--- config.mk ---
export PLATFORM = sky130hd
export DESIGN_NAME = vga_fb_arbiter
export DESIGN_NICKNAME = d
export VERILOG_FILES = /design/src/rtl/vga_fb_pkg.sv /design/src/rtl/vga_pix_slot_counter.sv /design/src/rtl/vga_fb_arbiter.sv
export SDC_FILE = /design/constraint.sdc
export NUM_CORES = 1
export LEC_CHECK = 0
export CORE_MARGIN = 2
export CORE_UTILIZATION = 39
export DETAILED_ROUTE_END_ITERATION = 16
export PLACE_DENSITY = 0.75
export SLEW_MARGIN = 5
export SYNTH_ARGS = -nofsm -noshare
export SYNTH_HDL_FRONTEND = slang
export SYNTH_SLANG_ARGS = --single-unit
export TNS_END_PERCENT = 1
--- constraint.sdc ---
create_clock -name clk -period 3.4 [get_ports clk]
set_input_delay 0.68 -clock clk [delete_from_list [all_inputs] [get_ports clk]]
set_output_delay 0.68 -clock clk [all_outputs]
set_load 0.01 [all_outputs]
--- src/rtl/vga_fb_pkg.sv ---
// Shared types and helpers for the VGA framebuffer arbiter.
package vga_fb_pkg;

  // Owner of the SRAM port for the current cycle.
  typedef enum logic [1:0] {
    GNT_NONE = 2'd0,
    GNT_DISP = 2'd1,
    GNT_WR   = 2'd2
  } grant_t;

  // Linear framebuffer word address of pixel (x, y) for a row pitch.
  function automatic logic [31:0] pix_addr(input logic [31:0] px,
                                           input logic [31:0] py,
                                           input logic [31:0] pitch);
    return py * pitch + px;
  endfunction

endpackage

--- src/rtl/vga_pix_slot_counter.sv ---
// Divides clk into pixel periods of PIX_DIV cycles and flags the slots the
// arbiter cares about: the last slot (pixel advance), slot 0 and slot 1.
module vga_pix_slot_counter #(
  parameter int PIX_DIV = 4
) (
  input  logic clk,
  input  logic reset,
  output logic inc,
  output logic slot_first,
  output logic slot_cap
);

  localparam int SLOT_BITS = (PIX_DIV > 2) ? $clog2(PIX_DIV) : 1;
  localparam logic [SLOT_BITS-1:0] SLOT_LAST = SLOT_BITS'(PIX_DIV - 1);
  localparam logic [SLOT_BITS-1:0] SLOT_ONE  = SLOT_BITS'(1);

  logic [SLOT_BITS-1:0] slot;

  // Free-running slot counter, wraps after the last slot of the period.
  always_ff @(posedge clk or negedge reset) begin
    if (!reset) begin
      slot <= '0;
    end else if (slot == SLOT_LAST) begin
      slot <= '0;
    end else begin
      slot <= slot + SLOT_ONE;
    end
  end

  assign inc        = (slot == SLOT_LAST);
  assign slot_first = (slot == '0);
  assign slot_cap   = (slot == SLOT_ONE);

endmodule

--- src/rtl/vga_fb_arbiter.sv ---
// Shares one single-port framebuffer SRAM between the display fetch (slot 0
// of every pixel period) and a writer (all other slots).
// Build option: define VGA_FB_ARB_BLANK_WR_EN to hand blanked slot 0 to the
// writer as well; by default a blanked slot 0 stays idle.
//
// grant    | meaning
// GNT_NONE | nobody drives the SRAM (reset, or blanked slot 0)
// GNT_DISP | display read of the current pixel
// GNT_WR   | writer owns the SRAM; a write occurs if wr_valid
module vga_fb_arbiter
  import vga_fb_pkg::*;
#(
  parameter int PIX_DIV   = 4,
  parameter int H_VISIBLE = 640,
  parameter int V_VISIBLE = 480,
  parameter int X_BITS    = 10,
  parameter int Y_BITS    = 10,
  parameter int ADDR_BITS = 20,
  parameter int DATA_BITS = 16
) (
  input  logic                 clk,
  input  logic                 reset,
  output logic                 inc,
  input  logic [X_BITS-1:0]    x,
  input  logic [Y_BITS-1:0]    y,
  input  logic                 visible,
  input  logic                 wr_valid,
  output logic                 wr_ready,
  input  logic [ADDR_BITS-1:0] wr_addr,
  input  logic [DATA_BITS-1:0] wr_data,
  output logic [ADDR_BITS-1:0] sram_addr,
  output logic                 sram_we,
  output logic [DATA_BITS-1:0] sram_wdata,
  input  logic [DATA_BITS-1:0] sram_rdata,
  output logic                 pix_valid,
  output logic [DATA_BITS-1:0] pix_data
);

  if (PIX_DIV < 2 || H_VISIBLE < 1 || V_VISIBLE < 1) begin : g_bad_param
    $error("vga_fb_arbiter: PIX_DIV must be >= 2 and frame size non-zero");
  end

  grant_t               grant;
  logic                 slot_first;
  logic                 slot_cap;
  logic                 wr_xfer;
  logic                 disp_q;
  logic [ADDR_BITS-1:0] disp_addr;
  logic [ADDR_BITS-1:0] addr_q;
  logic [DATA_BITS-1:0] wdata_q;

  vga_pix_slot_counter #(
    .PIX_DIV(PIX_DIV)
  ) u_slot (
    .clk       (clk),
    .reset     (reset),
    .inc       (inc),
    .slot_first(slot_first),
    .slot_cap  (slot_cap)
  );

  assign disp_addr = ADDR_BITS'(pix_addr(32'(x), 32'(y), 32'(H_VISIBLE)));

  // Grant decode; reset is folded in so outputs drop in the same cycle.
  always_comb begin
    grant = GNT_WR;
    if (!reset) begin
      grant = GNT_NONE;
    end else if (slot_first) begin
      if (visible) begin
        grant = GNT_DISP;
      end else begin
`ifdef VGA_FB_ARB_BLANK_WR_EN
        grant = GNT_WR;
`else
        grant = GNT_NONE;
`endif
      end
    end
  end

  // wr_ready depends on the slot only, so there is no path from wr_valid.
  assign wr_ready  = (grant == GNT_WR);
  assign wr_xfer   = wr_ready && wr_valid;
  assign sram_we   = wr_xfer;
  assign pix_valid = slot_cap;

  // SRAM port mux; idle cycles keep presenting the last address and data.
  always_comb begin
    sram_addr  = addr_q;
    sram_wdata = wdata_q;
    if (grant == GNT_DISP) begin
      sram_addr = disp_addr;
    end else if (wr_xfer) begin
      sram_addr  = wr_addr;
      sram_wdata = wr_data;
    end
  end

  // Remember what the SRAM port last carried for the hold-on-idle behaviour.
  always_ff @(posedge clk or negedge reset) begin
    if (!reset) begin
      addr_q  <= '0;
      wdata_q <= '0;
    end else begin
      addr_q  <= sram_addr;
      wdata_q <= sram_wdata;
    end
  end

  // Note at slot 0 whether a real display read was issued this period.
  always_ff @(posedge clk or negedge reset) begin
    if (!reset) begin
      disp_q <= 1'b0;
    end else if (slot_first) begin
      disp_q <= (grant == GNT_DISP);
    end
  end

  // Capture read data in slot 1, or black when slot 0 was blanked.
  always_ff @(posedge clk or negedge reset) begin
    if (!reset) begin
      pix_data <= '0;
    end else if (slot_cap) begin
      pix_data <= disp_q ? sram_rdata : '0;
    end
  end

endmodule

Word level (Yosys, flattened, before mapping)
Cells that the tools add are included.
{"block": "word_totals", "in_bits": 76, "latch_bits": 0, "mem_bits_rw": 0, "output_inout_bits": 56, "reg_bits": 55, "n_memories": 0, "wordCells": 23, "rom_bits": 0}
{"block": "classes", "n_shift": 0, "n_reduce_logical": 2, "mul": 1, "div": 0, "mux": 9, "order_cmp": 0, "addsub": 2, "n_eq_ne": 4, "n_bitwise": 0}
{"operator": "$mux 16", "n": 3}
{"operator": "$mux 20", "n": 2}
{"operator": "$add 20x10->20", "n": 1}
{"operator": "$mul 10x3->13 const B", "n": 1}
{"operator": "$mux 2", "n": 3}
{"operator": "$eq 2x1->1 const B", "n": 2}
{"operator": "$eq 2x2->1 const B", "n": 2}
{"operator": "$add 2x1->2 const B", "n": 1}
{"operator": "$logic_not 2->1", "n": 1}
{"operator": "$logic_and 1x1->1", "n": 1}
{"operator": "$mux 1", "n": 1}

Logic depth before layout (Yosys ltp)
{"block": "logic_depth", "ltp_word": 7, "ltp_mapped": 9, "ltp_nobuf": 9}

Hierarchy
Synthesis repeated with hierarchy kept, for this count alone.
{"block": "hier_totals", "cells_unflattened": 340, "area_unflattened_um2": 3060.4}
{"module": "vga_fb_arbiter", "area_each_um2": 2961.6, "seq_area_each_um2": 1326.3, "n_inst": 1, "cells_each": 332}
{"module": "vga_pix_slot_counter", "area_each_um2": 98.8, "seq_area_each_um2": 50.0, "n_inst": 1, "cells_each": 8}

Worst setup path after synthesis
No wires, ideal clock.
{"block": "synth_timing", "path_kind": "in2out", "from": "in y[1]", "to": "out sram_addr[18]", "t_arrival_ns": 3.060, "path_stages": 9, "n_path_buf": 0, "slack_ns": -0.340, "path_cell_list": "ha_1 ha_1 fa_1 a21o_4 a2111oi_4 o21ai_2 a2111oi_4 nand4_1 a31oi_1"}
{"block": "synth_between", "elab_chain_len": 3}
{"element": "start: declaration", "line_no": "vga_fb_arbiter.sv:25", "text": "input logic [Y_BITS-1:0] y,"}
{"element": "$mul 10x3->13", "line_no": "vga_fb_pkg.sv:15", "text": "return py * pitch + px;"}
{"element": "$add 20x10->20", "line_no": "vga_fb_pkg.sv:15"}
{"element": "$mux 20", "line_no": "vga_fb_arbiter.sv:92", "text": "if (grant == GNT_DISP) begin"}
{"element": "end: declaration", "line_no": "vga_fb_arbiter.sv:31", "text": "output logic [ADDR_BITS-1:0] sram_addr,"}
No other way between the ends.

Worst setup path after layout
{"block": "layout_timing", "from": "in y[4]", "to": "out sram_addr[18]"}
The elaborated chain is that of the path after synthesis.

==> metrics.txt <==
Req. time, crit path around 2700 ps; antenna-violating nets left 0; status complete, but fails checks; skew final about 6 ps; Worst R2R Start u_slot.slot[1]$_DFF_PN0_; EDFF count, synth 0; CP top delay family compound AO/OA/AOI/OAI gates; I/O Buffers roughly 130; grt total ovfl 0; vias in the first global route around 3100; clk sinks 55; min-delay src wdata_q[4]$_DFF_PN0_; Hold Path Class flip-flop to flip-flop; Final Hold Fails 0; mean post-synth cell area about 9.0 um2; diodes inserted 0; Post-Syn Nets about 460; area leader, netlist dfrtp_1; Nets ~630; post-DR wirelength/cell approximately 15 um; Fin Hold WS 481.4 ps; first-pass GRT wire length approximately 15 mm; Die X-Extent around 95 um; Netlist Area Pre-Place between 3000 and 4000 um2; failing checks setup timing; most used cell, CP a2111oi_4; Main synth FF type dfrtp_1; CP endpoint kind output port; crit path DAT approximately 3300 ps; CTS root buf clkbuf_8; WHS Path Cells 2; actual slew at the worst max-slew pin slightly below 700 ps; synth top area cells dfrtp_1 42%, nand2_1 9.9%, ha_1 8.5%; max-cap viol count 0; antenna violations before repair 0; Die ar. between 9000 and 10000 um2; final wirelength between 9 and 10 mm; Clock Pin Slew Worst Setup and Hold Paths 100 ps; vias per cell approximately 4.9; total power per unit cell area between 300 and 400 nW/um2; R2R setup slack approximately 1600 ps; worst path bufs/invs 3; Total Power around 1.9 mW; area grow syn2layout 61.35%; Crit Path Max Fanout 3; Slew HR a little under three fifths; slowest CP cell fa_2; worst path cell trace clkdlybuf4s15_2, ha_4, fa_2, a21o_4, a2111oi_4, o21ai_2, a2111oi_4, buf_4, nand4_1, a31oi_4, buf_2; Async SR Flop Fraction 100.0%; Finished Layout Cells 635; share of the synthesized area in the top cell type 42.26%; Cell variety after synth 47; Cells after DPL approximately 620; RSZ-0062 raised after global routing yes; peak supply drop around 0.18 mV; Setup crit start kind input pin; TritonCTS clock tree done; chip height approximately 95 um; # hold bufs at CTS 0; worst reg-to-reg path cell count 8; Starting Density 39.84%; Vias ~3100; CP peak stage delay about 420 ps; share of cells above drive strength 1 a little over a fifth; Core Rows 33; H-tree depth 2; Layout fillers just over 700; Residual DRC 0; Mapped Cells 362; Core Area approximately 8200 um2; drt pass-1 iters 4; final setup margin -552.2 ps; Max Clk Rate 253.0 MHz; Num CTS Buffers 5; Worst Hold Path EP wdata_q[4]$_DFF_PN0_; Slew Viols, Final 0; worst r2r dst addr_q[8]$_DFF_PN0_; Final Cycle Share 116.2%; sequential share of the synthesized area roughly 42%; Setup CP Type input pin to output port; clk_lat worst skew 310 ps; pin count of the biggest net entering global routing 56; hpwl dp approximately 7 mm; Critical Path Start y[4]; # IOs 132; #FFs+latches synth 55; CTS Buffer Depth 2; DRT iter0 DRCs 85; final setup vio count 7; Yosys warning total 0; P_leak between 2 and 2.5 nW; Final min period just under 4000 ps; placer's final routability congestion estimate just under 0.9; total track usage between 20% and 30%
## kinds of logic (layout without fill, tap and decap cells)
family,count (synthesis),in the layout,synth area share (%)
AO/OA/AOI/OAI,71,71,16.29
XOR/XNOR,11,11,2.958
adder cells (fa/ha/maj),24,24,9.681
buffers and inverters,47,215,6.646
flip-flops,55,55,42.26
multiplexers,5,5,1.690
AND/OR/NAND/NOR,149,149,20.48
## routing by layer
layer | track usage [%] | vias to the layer above | part of all wire [%]
li1 | - | 1558 | -
met1 | 26.45 | 1480 | 41
met2 | 38.56 | 91 | 52
met3 | 3.794 | 6 | 6.2
met4 | 3.095 | 0 | 0.54
met5 | 0 | - | 0
## placed cells by master (no fill, tap or decap), types with 7 or more instances in the layout
master             n
buf_2              7
a21oi_1            8
xnor2_1            7
nor2_1            19
o21ai_0           22
ha_1              10
nand3_1           20
ha_4              11
nand2_1           86
dfrtp_1           55
inv_1             29
clkdlybuf4s50_1  109
a31oi_1           14
buf_4             43
## layout make-up
cell class              count  area [um2]  area share [%]
repair buffers            177        1657           31.52
well taps                 105       131.4           2.500
multi-input cells         260        1887           35.90
clock buffers               5       68.82           1.310
inverters                  30       112.6           2.143
clock inverters             3       22.52          0.4286
flip-flops and latches     55        1376           26.19
## how the worst max path moves through the flow
stage,end,depth (start not counted),slack (ps)
after floorplan,sram_addr[18],9,-140
after global placement,sram_addr[18],11,-1260
after detailed placement,sram_addr[15],12,-1360
after CTS,sram_addr[18],11,-650
after global routing,sram_addr[18],11,-710
final,sram_addr[18],11,-550
## synthesized netlist by cell type (all sizes together), types with 2 or more instances
cell,number
nor2b,2
nor4b,2
nand2b,2
clkbuf,13
a21o,5
nand2,86
o31a,2
nand4,2
fa,2
mux2,4
xor2,2
a21oi,8
buf,3
inv,30
xnor2,9
nor3b,2
ha,22
dfrtp,55
nor3,3
and3,7
a2111oi,3
nor2,19
or2,2
nand3,20
a31oi,15
o21a,3
o21ai,27
## state kept, by name, summed over array words and instances, names as in the netlist
register and cells:
addr_q 20, pix_data 16, wdata_q 16, u_slot.slot 2, disp_q 1
## power breakdown
part | switching, mW | total [mW] | internal [mW]
registers | 0.0224 | 0.744 | 0.722
clock network | 0.222 | 0.370 | 0.148
logic | 0.332 | 0.747 | 0.415
## worst min-delay path, stage by stage, from the launching register on
cell and delay (ps):
dfrtp_1 340, nand2_1 40, nand2_1 70
## what timing repair did
item	CTS	global route
resized for setup	82	8
buffers inserted	3	1
cloned	0	0
pin swaps	13	7
endpoints found under the setup margin	14	14
## metrics by stage
| step | setup WS [ps] | utilization, % | TNS [ps] | cell area, um2 |
|---|---|---|---|---|
| after global routing | -707.9 | 64.28 | -4192 | 5255 |
| after detailed placement | -1358 | 61.02 | -11420 | 4989 |
| final | -552.2 | 64.28 | -2837 | 5255 |
| after CTS | -645.2 | 64.03 | -3136 | 5235 |
| after floorplan | -136.3 | - | -429.4 | 3302 |
| after global placement | -1257 | 61.02 | -10600 | 4989 |
No activity file was read; power rests on OpenSTA's default activity.
